`config.mk`:
```
export PLATFORM = sky130hd
export DESIGN_NAME = hud_char_sequencer_flat
export DESIGN_NICKNAME = d
export VERILOG_FILES = /design/src/rtl/hud_char_sequencer_if.sv /design/src/rtl/hud_char_sequencer.sv /design/src/flat_wrapper.sv
export SDC_FILE = /design/constraint.sdc
export NUM_CORES = 1
export LEC_CHECK = 0
export CAP_MARGIN = 30
export CELL_PAD_IN_SITES_DETAIL_PLACEMENT = 0
export CELL_PAD_IN_SITES_GLOBAL_PLACEMENT = 1
export CORE_MARGIN = 1.5
export CORE_UTILIZATION = 41
export CTS_BUF_LIST = sky130_fd_sc_hd__clkbuf_4 sky130_fd_sc_hd__clkbuf_8 sky130_fd_sc_hd__clkbuf_16
export CTS_CLUSTER_DIAMETER = 150
export DETAILED_ROUTE_END_ITERATION = 12
export HOLD_SLACK_MARGIN = 0.1
export PLACE_DENSITY_LB_ADDON = 0.1
export RECOVER_POWER = 100
export SLEW_MARGIN = 20
export SYNTH_ARGS = -nofsm -noshare
export SYNTH_HDL_FRONTEND = slang
export SYNTH_SLANG_ARGS = --single-unit
```
`constraint.sdc`:
```
create_clock -name Clk -period 6.79 [get_ports Clk]
set_input_delay 1.0185 -clock Clk [delete_from_list [all_inputs] [get_ports Clk]]
set_output_delay 1.0185 -clock Clk [all_outputs]
set_load 0.02 [all_outputs]
```
`src/rtl/hud_char_sequencer_if.sv`:
```
// Glyph ROM bus: registered address/select out, ROM word back one cycle later.
interface hud_char_sequencer_if;
  logic [18:0] char_read_address;
  logic [3:0]  char_idx;
  logic [4:0]  char_data_in;

  modport master (
    output char_read_address,
    output char_idx,
    input  char_data_in
  );

  modport slave (
    input  char_read_address,
    input  char_idx,
    output char_data_in
  );
endinterface

```
`src/rtl/hud_char_sequencer.sv`:
```
// HUD score/health glyph sequencer with double-dabble BCD shadow registers.
// Optional: HUD_LEADING_ZERO_BLANK_EN blanks leading zero score digits.
module hud_char_sequencer #(
  parameter int SCORE_X = 500,
  parameter int SCORE_Y = 10,
  parameter int HEART_X = 10,
  parameter int HEART_Y = 10
) (
  input  logic                        Clk,
  input  logic                        Reset,
  input  logic                        frame_start,
  input  logic [13:0]                 score,
  input  logic [3:0]                  health,
  input  logic [9:0]                  DrawX,
  input  logic [9:0]                  DrawY,
  hud_char_sequencer_if.master        rom,
  output logic [4:0]                  hud_pixel,
  output logic                        hud_valid,
  output logic                        bcd_busy
);

  localparam logic [1:0] S_IDLE   = 2'd0;
  localparam logic [1:0] S_SHIFT  = 2'd1;
  localparam logic [1:0] S_COMMIT = 2'd2;

  localparam logic [10:0] SX0 = 11'(SCORE_X);
  localparam logic [10:0] SX1 = 11'(SCORE_X + 119);
  localparam logic [10:0] SY0 = 11'(SCORE_Y);
  localparam logic [10:0] SY1 = 11'(SCORE_Y + 44);
  localparam logic [10:0] HX0 = 11'(HEART_X);
  localparam logic [10:0] HX1 = 11'(HEART_X + 149);
  localparam logic [10:0] HY0 = 11'(HEART_Y);
  localparam logic [10:0] HY1 = 11'(HEART_Y + 44);

  function automatic logic [3:0] adj3(input logic [3:0] n);
    return (n >= 4'd5) ? n + 4'd3 : n;
  endfunction

  logic [1:0]  state;
  logic [3:0]  iter;
  logic [13:0] bin;
  logic [15:0] bcd;
  logic [15:0] bcd_adj;
  logic [3:0]  lat_health;
  logic [15:0] sh_digits;
  logic [3:0]  sh_health;

  always_comb begin
    bcd_adj = {adj3(bcd[15:12]), adj3(bcd[11:8]),
               adj3(bcd[7:4]), adj3(bcd[3:0])};
  end

  always_ff @(posedge Clk) begin
    if (Reset) begin
      state      <= S_IDLE;
      iter       <= 4'd0;
      bin        <= 14'd0;
      bcd        <= 16'd0;
      lat_health <= 4'd0;
      sh_digits  <= 16'd0;
      sh_health  <= 4'd0;
    end else begin
      unique case (state)
        S_IDLE: begin
          if (frame_start) begin
            bin        <= (score > 14'd9999) ? 14'd9999 : score;
            lat_health <= (health > 4'd10) ? 4'd10 : health;
            bcd        <= 16'd0;
            iter       <= 4'd0;
            state      <= S_SHIFT;
          end
        end
        S_SHIFT: begin
          {bcd, bin} <= {bcd_adj, bin} << 1;
          iter       <= iter + 4'd1;
          if (iter == 4'd13) state <= S_COMMIT;
        end
        S_COMMIT: begin
          sh_digits <= bcd;
          sh_health <= lat_health;
          state     <= S_IDLE;
        end
        default: state <= S_IDLE;
      endcase
    end
  end

  assign bcd_busy = (state != S_IDLE);

  logic [9:0] px;
  logic [9:0] py;
  logic       s0_v;

  always_ff @(posedge Clk) begin
    if (Reset) begin
      px   <= 10'd0;
      py   <= 10'd0;
      s0_v <= 1'b0;
    end else begin
      px   <= DrawX;
      py   <= DrawY;
      s0_v <= 1'b1;
    end
  end

  logic [10:0] xs;
  logic [10:0] ys;
  logic        in_score;
  logic        in_heart;
  logic [10:0] off;
  logic [5:0]  row;
  logic [2:0]  k;
  logic [4:0]  col;
  logic [10:0] addr11;
  logic [3:0]  dsel;
  logic [3:0]  glyph_s;
  logic [3:0]  glyph_h;
  logic [4:0]  two_i;
  logic [4:0]  hh;
`ifdef HUD_LEADING_ZERO_BLANK_EN
  logic        lead;
`endif

  always_comb begin
    xs = {1'b0, px};
    ys = {1'b0, py};
    in_score = s0_v && xs >= SX0 && xs <= SX1 && ys >= SY0 && ys <= SY1;
    in_heart = s0_v && !in_score &&
               xs >= HX0 && xs <= HX1 && ys >= HY0 && ys <= HY1;
    off = in_score ? xs - SX0 : xs - HX0;
    row = in_score ? 6'(ys - SY0) : 6'(ys - HY0);
  end

  // Glyph slot by range compare; each slot is 30 columns wide.
  always_comb begin
    k   = 3'd7;
    col = 5'd0;
    unique case (1'b1)
      off < 11'd30: begin
        k = 3'd0; col = 5'(off);
      end
      off >= 11'd30 && off < 11'd60: begin
        k = 3'd1; col = 5'(off - 11'd30);
      end
      off >= 11'd60 && off < 11'd90: begin
        k = 3'd2; col = 5'(off - 11'd60);
      end
      off >= 11'd90 && off < 11'd120: begin
        k = 3'd3; col = 5'(off - 11'd90);
      end
      off >= 11'd120 && off < 11'd150: begin
        k = 3'd4; col = 5'(off - 11'd120);
      end
      default: ;
    endcase
    addr11 = {row, 5'b0} - {4'b0, row, 1'b0} + {6'b0, col};
  end

  always_comb begin
    unique case (k)
      3'd0:    dsel = sh_digits[15:12];
      3'd1:    dsel = sh_digits[11:8];
      3'd2:    dsel = sh_digits[7:4];
      default: dsel = sh_digits[3:0];
    endcase
`ifdef HUD_LEADING_ZERO_BLANK_EN
    unique case (k)
      3'd0:    lead = (sh_digits[15:12] == 4'd0);
      3'd1:    lead = (sh_digits[15:8] == 8'd0);
      3'd2:    lead = (sh_digits[15:4] == 12'd0);
      default: lead = 1'b0;
    endcase
    glyph_s = lead ? 4'd15 : dsel;
`else
    glyph_s = dsel;
`endif
    hh    = {1'b0, sh_health};
    two_i = {1'b0, k, 1'b0};
    if (hh >= two_i + 5'd2)      glyph_h = 4'd10;
    else if (hh == two_i + 5'd1) glyph_h = 4'd11;
    else                         glyph_h = 4'd15;
  end

  logic       v1;
  logic       v2;
  logic [4:0] d2;

  always_ff @(posedge Clk) begin
    if (Reset) begin
      rom.char_idx          <= 4'd15;
      rom.char_read_address <= 19'd0;
      v1                    <= 1'b0;
    end else if (in_score) begin
      rom.char_idx          <= glyph_s;
      rom.char_read_address <= 19'(addr11);
      v1                    <= 1'b1;
    end else if (in_heart) begin
      rom.char_idx          <= glyph_h;
      rom.char_read_address <= 19'(addr11);
      v1                    <= 1'b1;
    end else begin
      rom.char_idx          <= 4'd15;
      rom.char_read_address <= 19'd0;
      v1                    <= 1'b0;
    end
  end

  always_ff @(posedge Clk) begin
    if (Reset) begin
      d2        <= 5'd0;
      v2        <= 1'b0;
      hud_pixel <= 5'd0;
      hud_valid <= 1'b0;
    end else begin
      d2        <= rom.char_data_in;
      v2        <= v1;
      hud_pixel <= v2 ? d2 : 5'd0;
      hud_valid <= v2;
    end
  end

endmodule

```
`src/flat_wrapper.sv`:
```
// flat-port wrapper written by rule: the top's interface ports become plain ports
module hud_char_sequencer_flat 
#(
  parameter int SCORE_X = 500,
  parameter int SCORE_Y = 10,
  parameter int HEART_X = 10,
  parameter int HEART_Y = 10
)
  (Clk, Reset, frame_start, score, health, DrawX, DrawY, hud_pixel, hud_valid, bcd_busy, rom_char_read_address, rom_char_idx, rom_char_data_in);
  hud_char_sequencer_if rom_i ();
  input  logic Clk;
  input  logic Reset;
  input  logic frame_start;
  input  logic [13:0] score;
  input  logic [3:0] health;
  input  logic [9:0] DrawX;
  input  logic [9:0] DrawY;
  output logic [4:0] hud_pixel;
  output logic hud_valid;
  output logic bcd_busy;
  output wire logic [$bits(rom_i.char_read_address)-1:0] rom_char_read_address;
  output wire logic [$bits(rom_i.char_idx)-1:0] rom_char_idx;
  input wire logic [$bits(rom_i.char_data_in)-1:0] rom_char_data_in;
  assign rom_char_read_address = rom_i.char_read_address;
  assign rom_char_idx = rom_i.char_idx;
  assign rom_i.char_data_in = rom_char_data_in;
  hud_char_sequencer #(.SCORE_X(SCORE_X), .SCORE_Y(SCORE_Y), .HEART_X(HEART_X), .HEART_Y(HEART_Y)) u_core (.Clk(Clk), .Reset(Reset), .frame_start(frame_start), .score(score), .health(health), .DrawX(DrawX), .DrawY(DrawY), .rom(rom_i), .hud_pixel(hud_pixel), .hud_valid(hud_valid), .bcd_busy(bcd_busy));
endmodule
```
==> results of run 1 <==
registers in the layout, summed over array words and instances, names as in the netlist:
signal / count
u_core.d2: 5
u_core.py: 10
u_core.v1: 1
u_core.sh_health: 4
u_core.iter: 4
u_core.bcd: 16
u_core.lat_health: 4
u_core.s0_v: 1
u_core.rom.char_read_address: 11
u_core.px: 10
u_core.rom.char_idx: 4
u_core.sh_digits: 16
u_core.hud_pixel: 5
u_core.state: 2
u_core.v2: 1
u_core.bin: 14
u_core.hud_valid: 1
cell type report:
type,instances,share of cell area [%]
repair buffers,72,10.6
multi-input cells,493,46.8
inverters,32,1.81
clock buffers,10,3.59
well taps,176,3.31
flip-flops and latches,109,32.8
clock inverters,6,1.05
final timing paths:
| path | startpoint | end | slack [ps] | cells after the start |
|---|---|---|---|---|
| worst max-delay path | u_core.px[2]$_SDFF_PP0_ | u_core.rom.char_read_address[9]$_SDFF_PP0_ | 760 | 25 |
| worst min-delay path | u_core.d2[2]$_SDFF_PP0_ | u_core.hud_pixel[2]$_SDFF_PP0_ | 430 | 1 |
| worst min register to register | u_core.d2[2]$_SDFF_PP0_ | u_core.hud_pixel[2]$_SDFF_PP0_ | 430 | 1 |
| worst max register to register | u_core.px[2]$_SDFF_PP0_ | u_core.rom.char_read_address[9]$_SDFF_PP0_ | 760 | 25 |
cells in the mapped netlist, types with 11 or more instances:
library cell and n:
nor2b_1 32, nand2b_1 11, o21ai_0 25, xnor2_1 23, nand3_1 16, nor3_1 25, ha_1 36, inv_1 31
nand2_1 86, clkbuf_1 21, nor2_1 53, dfxtp_1 109, a21oi_1 59
kinds of logic (layout without fill, tap and decap cells):
logic type	after synthesis	in the layout	share of synthesized area, %
muxes	9	9	1.87
other	1	8	0.0667
AOI/OAI and AO/OA	147	147	17.2
adders and majority gates	37	37	8.37
and+or+nand+nor	260	260	22.5
buffers and inverters	75	120	5.97
DFF	109	109	38.8
xor gates and xnor gates	32	32	5.25
power by group through the flow:
stage | sequential [mW] | combinational, mW | clock [mW]
finish | 0.675 | 0.272 | 0.542
global route | 0.678 | 0.303 | 0.585
CTS | 0.675 | 0.273 | 0.558
detailed placement | 0.690 | 0.271 | 0
global placement | 0.690 | 0.268 | 0
floorplan | 0.684 | 0.205 | 0
metrics by stage:
step / setup slack [ps] / cells / total power [mW]
floorplan: 1760 / 677 / 0.889
global placement: 1140 / 881 / 0.958
detailed placement: 995 / 882 / 0.962
CTS: 960 / 898 / 1.51
global route: 203 / 898 / 1.57
finish: 755 / 898 / 1.49
routing by layer:
layer | GRT usage (%) | up-vias | wire length, um
met5 | 0 | - | 0
met2 | 28.4 | 101 | 5550
met3 | 3.99 | 7 | 611
li1 | - | 2388 | -
met4 | 4.61 | 0 | 122
met1 | 26.1 | 2189 | 6490
critical path: stages (launching register included):
cell and delay [ps]:
dfxtp_1 470, inv_1 180, ha_1 250, and4b_1 200, o21ai_0 250, a211o_1 470
mux2i_1 160, xnor2_1 440, clkinv_1 220, ha_1 270, a211o_1 260, a21oi_1 140
nor4b_1 400, or2_0 380, nor3_1 150, o21ai_0 210, ha_1 260, o21ai_0 190
nand2b_1 110, a21o_1 180, a21o_1 190, a21o_1 180, nand2_1 80, nand2_1 70
xnor2_1 140, nor2_1 50
==> results.cfg, run 1 <==
[status]
status = complete, but fails checks
failed_checks = max-capacitance violations, max-slew violations

[timing]
setup_viol = 0
slew_headroom_pct = -85.9
worstMarginPinSlew_ps = 2790
min_period_ps = 6030
report.final.slew_viol_count = 60
rsz0062_at_grt = false
tns_ps = 0
whs_ps = 427
fmax_ghz = 0.166
fin_crit_sh_pct = 88.9
hold_violations = 0
fin_skew_ps = 8.99

[logic_synthesis]
synth_top_area_cell = dfxtp_1
synthesis.area_um2 = 5620
synth_top_cell_area_share_pct = 38.8
syn_inst = 670
ys.flop_type = dfxtp_1
avgSynthCellArea_um2 = 8.39
synth-async-reset-ratio_pct = 0
yosys_warnings = 0
yosysUniqueCellTypes = 69
synthTopCellsByArea = dfxtp_1 39%, ha_1 8.0%, nand2_1 5.7%, a21oi_1 5.3%, xnor2_1 3.6%
synth_edf_count = 0
ys_ff_latch = 109
ys_seq_area_share_pct = 38.8

[cells_and_area]
nNetsFinal = 800
post-route-util_pct = 50.0
final_area_um2 = 6650
drive_gt1_share_pct = 4.57
multiInputGateArea_um2 = 3120
regArea_um2 = 2180
diodes = 0
layout_commonest_cell = dfxtp_1
layout_common_cells = 109 x dfxtp_1, 86 x nand2_1, 59 x a21oi_1, 53 x nor2_1, 43 x clkdlybuf4s50_1
num-fill-cells = 1306
area_growth_pct = 18.4

[power_and_ir_drop]
p_per_area_nw_per_um2 = 224
swShare_pct = 27.6
vdd_drop_max_v = 0.000106
combPwrFrac_pct = 18.3
pwr-share-seq_pct = 45.3
p_sw_uw = 411
power.share.clock_pct = 36.4
p_leak_nw = 2.55
p_int_mw = 1.08

[clock_tree]
cts-resized-gates = 0
cts-htree-levels = 3
cts_tree = built
path_clk_slew_ps = 70
ctsHoldBuffers = 0
cts_buffers = 9
cts.sinks = 109
clockBufferDepth = 2
clock_latency_ps = 350
cts_root_buffer = clkbuf_16
post_cts_buffers = 0

[routing]
drc = 0
drtPass1Iterations = 6
avgRoutedWirePerCell_um = 14.2
drt_iter0_drc = 269
final_antenna_net_count = 0
wl_mm = 12.8
vias = 4685
vias_per_cell = 5.22

[critical_path]
crit_required_ps = 7000
critPathCaptureType = flip-flop
cp_max_fo = 9
cp-start-kind = flip-flop
critPathKind = flip-flop to flip-flop
worstPathArrival_ps = 6250

[placement]
place_congestion = 0.850
placed_cell_area_um2 = 6360
port_buffers = 67
dp_hpwl_mm = 9.11

[run]
maxCapViolCount = 1

[floorplan]
die_y_um = 120
dieArea_um2 = 14400
design.core.area_um2 = 13300
initial_core_util_pct = 42.3
die_w_um = 120
ios = 76
rows = 42

[grt]
grt_max_degree = 60
globalRouteOverflowTotal = 0
grt_antenna_before_repair = 0
grt_usage_pct = 18.4
grt_pass1_wl_mm = 21.3
grt_pass1_vias = 4414

[worst_hold_path]
hold_class = flip-flop to flip-flop
Power figures use the tool's default switching activity.
==> run 2, diff against run 1 <==
--- a/config.mk
+++ b/config.mk
@@ -5,13 +5,15 @@
 export SDC_FILE = /design/constraint.sdc
 export NUM_CORES = 1
 export LEC_CHECK = 0
+export ABC_CLOCK_PERIOD_IN_PS = 6790
 export CAP_MARGIN = 30
 export CELL_PAD_IN_SITES_DETAIL_PLACEMENT = 0
 export CELL_PAD_IN_SITES_GLOBAL_PLACEMENT = 1
 export CORE_MARGIN = 1.5
 export CORE_UTILIZATION = 41
 export CTS_BUF_LIST = sky130_fd_sc_hd__clkbuf_4 sky130_fd_sc_hd__clkbuf_8 sky130_fd_sc_hd__clkbuf_16
-export CTS_CLUSTER_DIAMETER = 150
+export CTS_CLUSTER_DIAMETER = 30
+export CTS_CLUSTER_SIZE = 28
 export DETAILED_ROUTE_END_ITERATION = 12
 export HOLD_SLACK_MARGIN = 0.1
 export PLACE_DENSITY_LB_ADDON = 0.1
==> results of run 2 <==
Same layout as run 1: the final DEF is identical, and so are final timing and power.
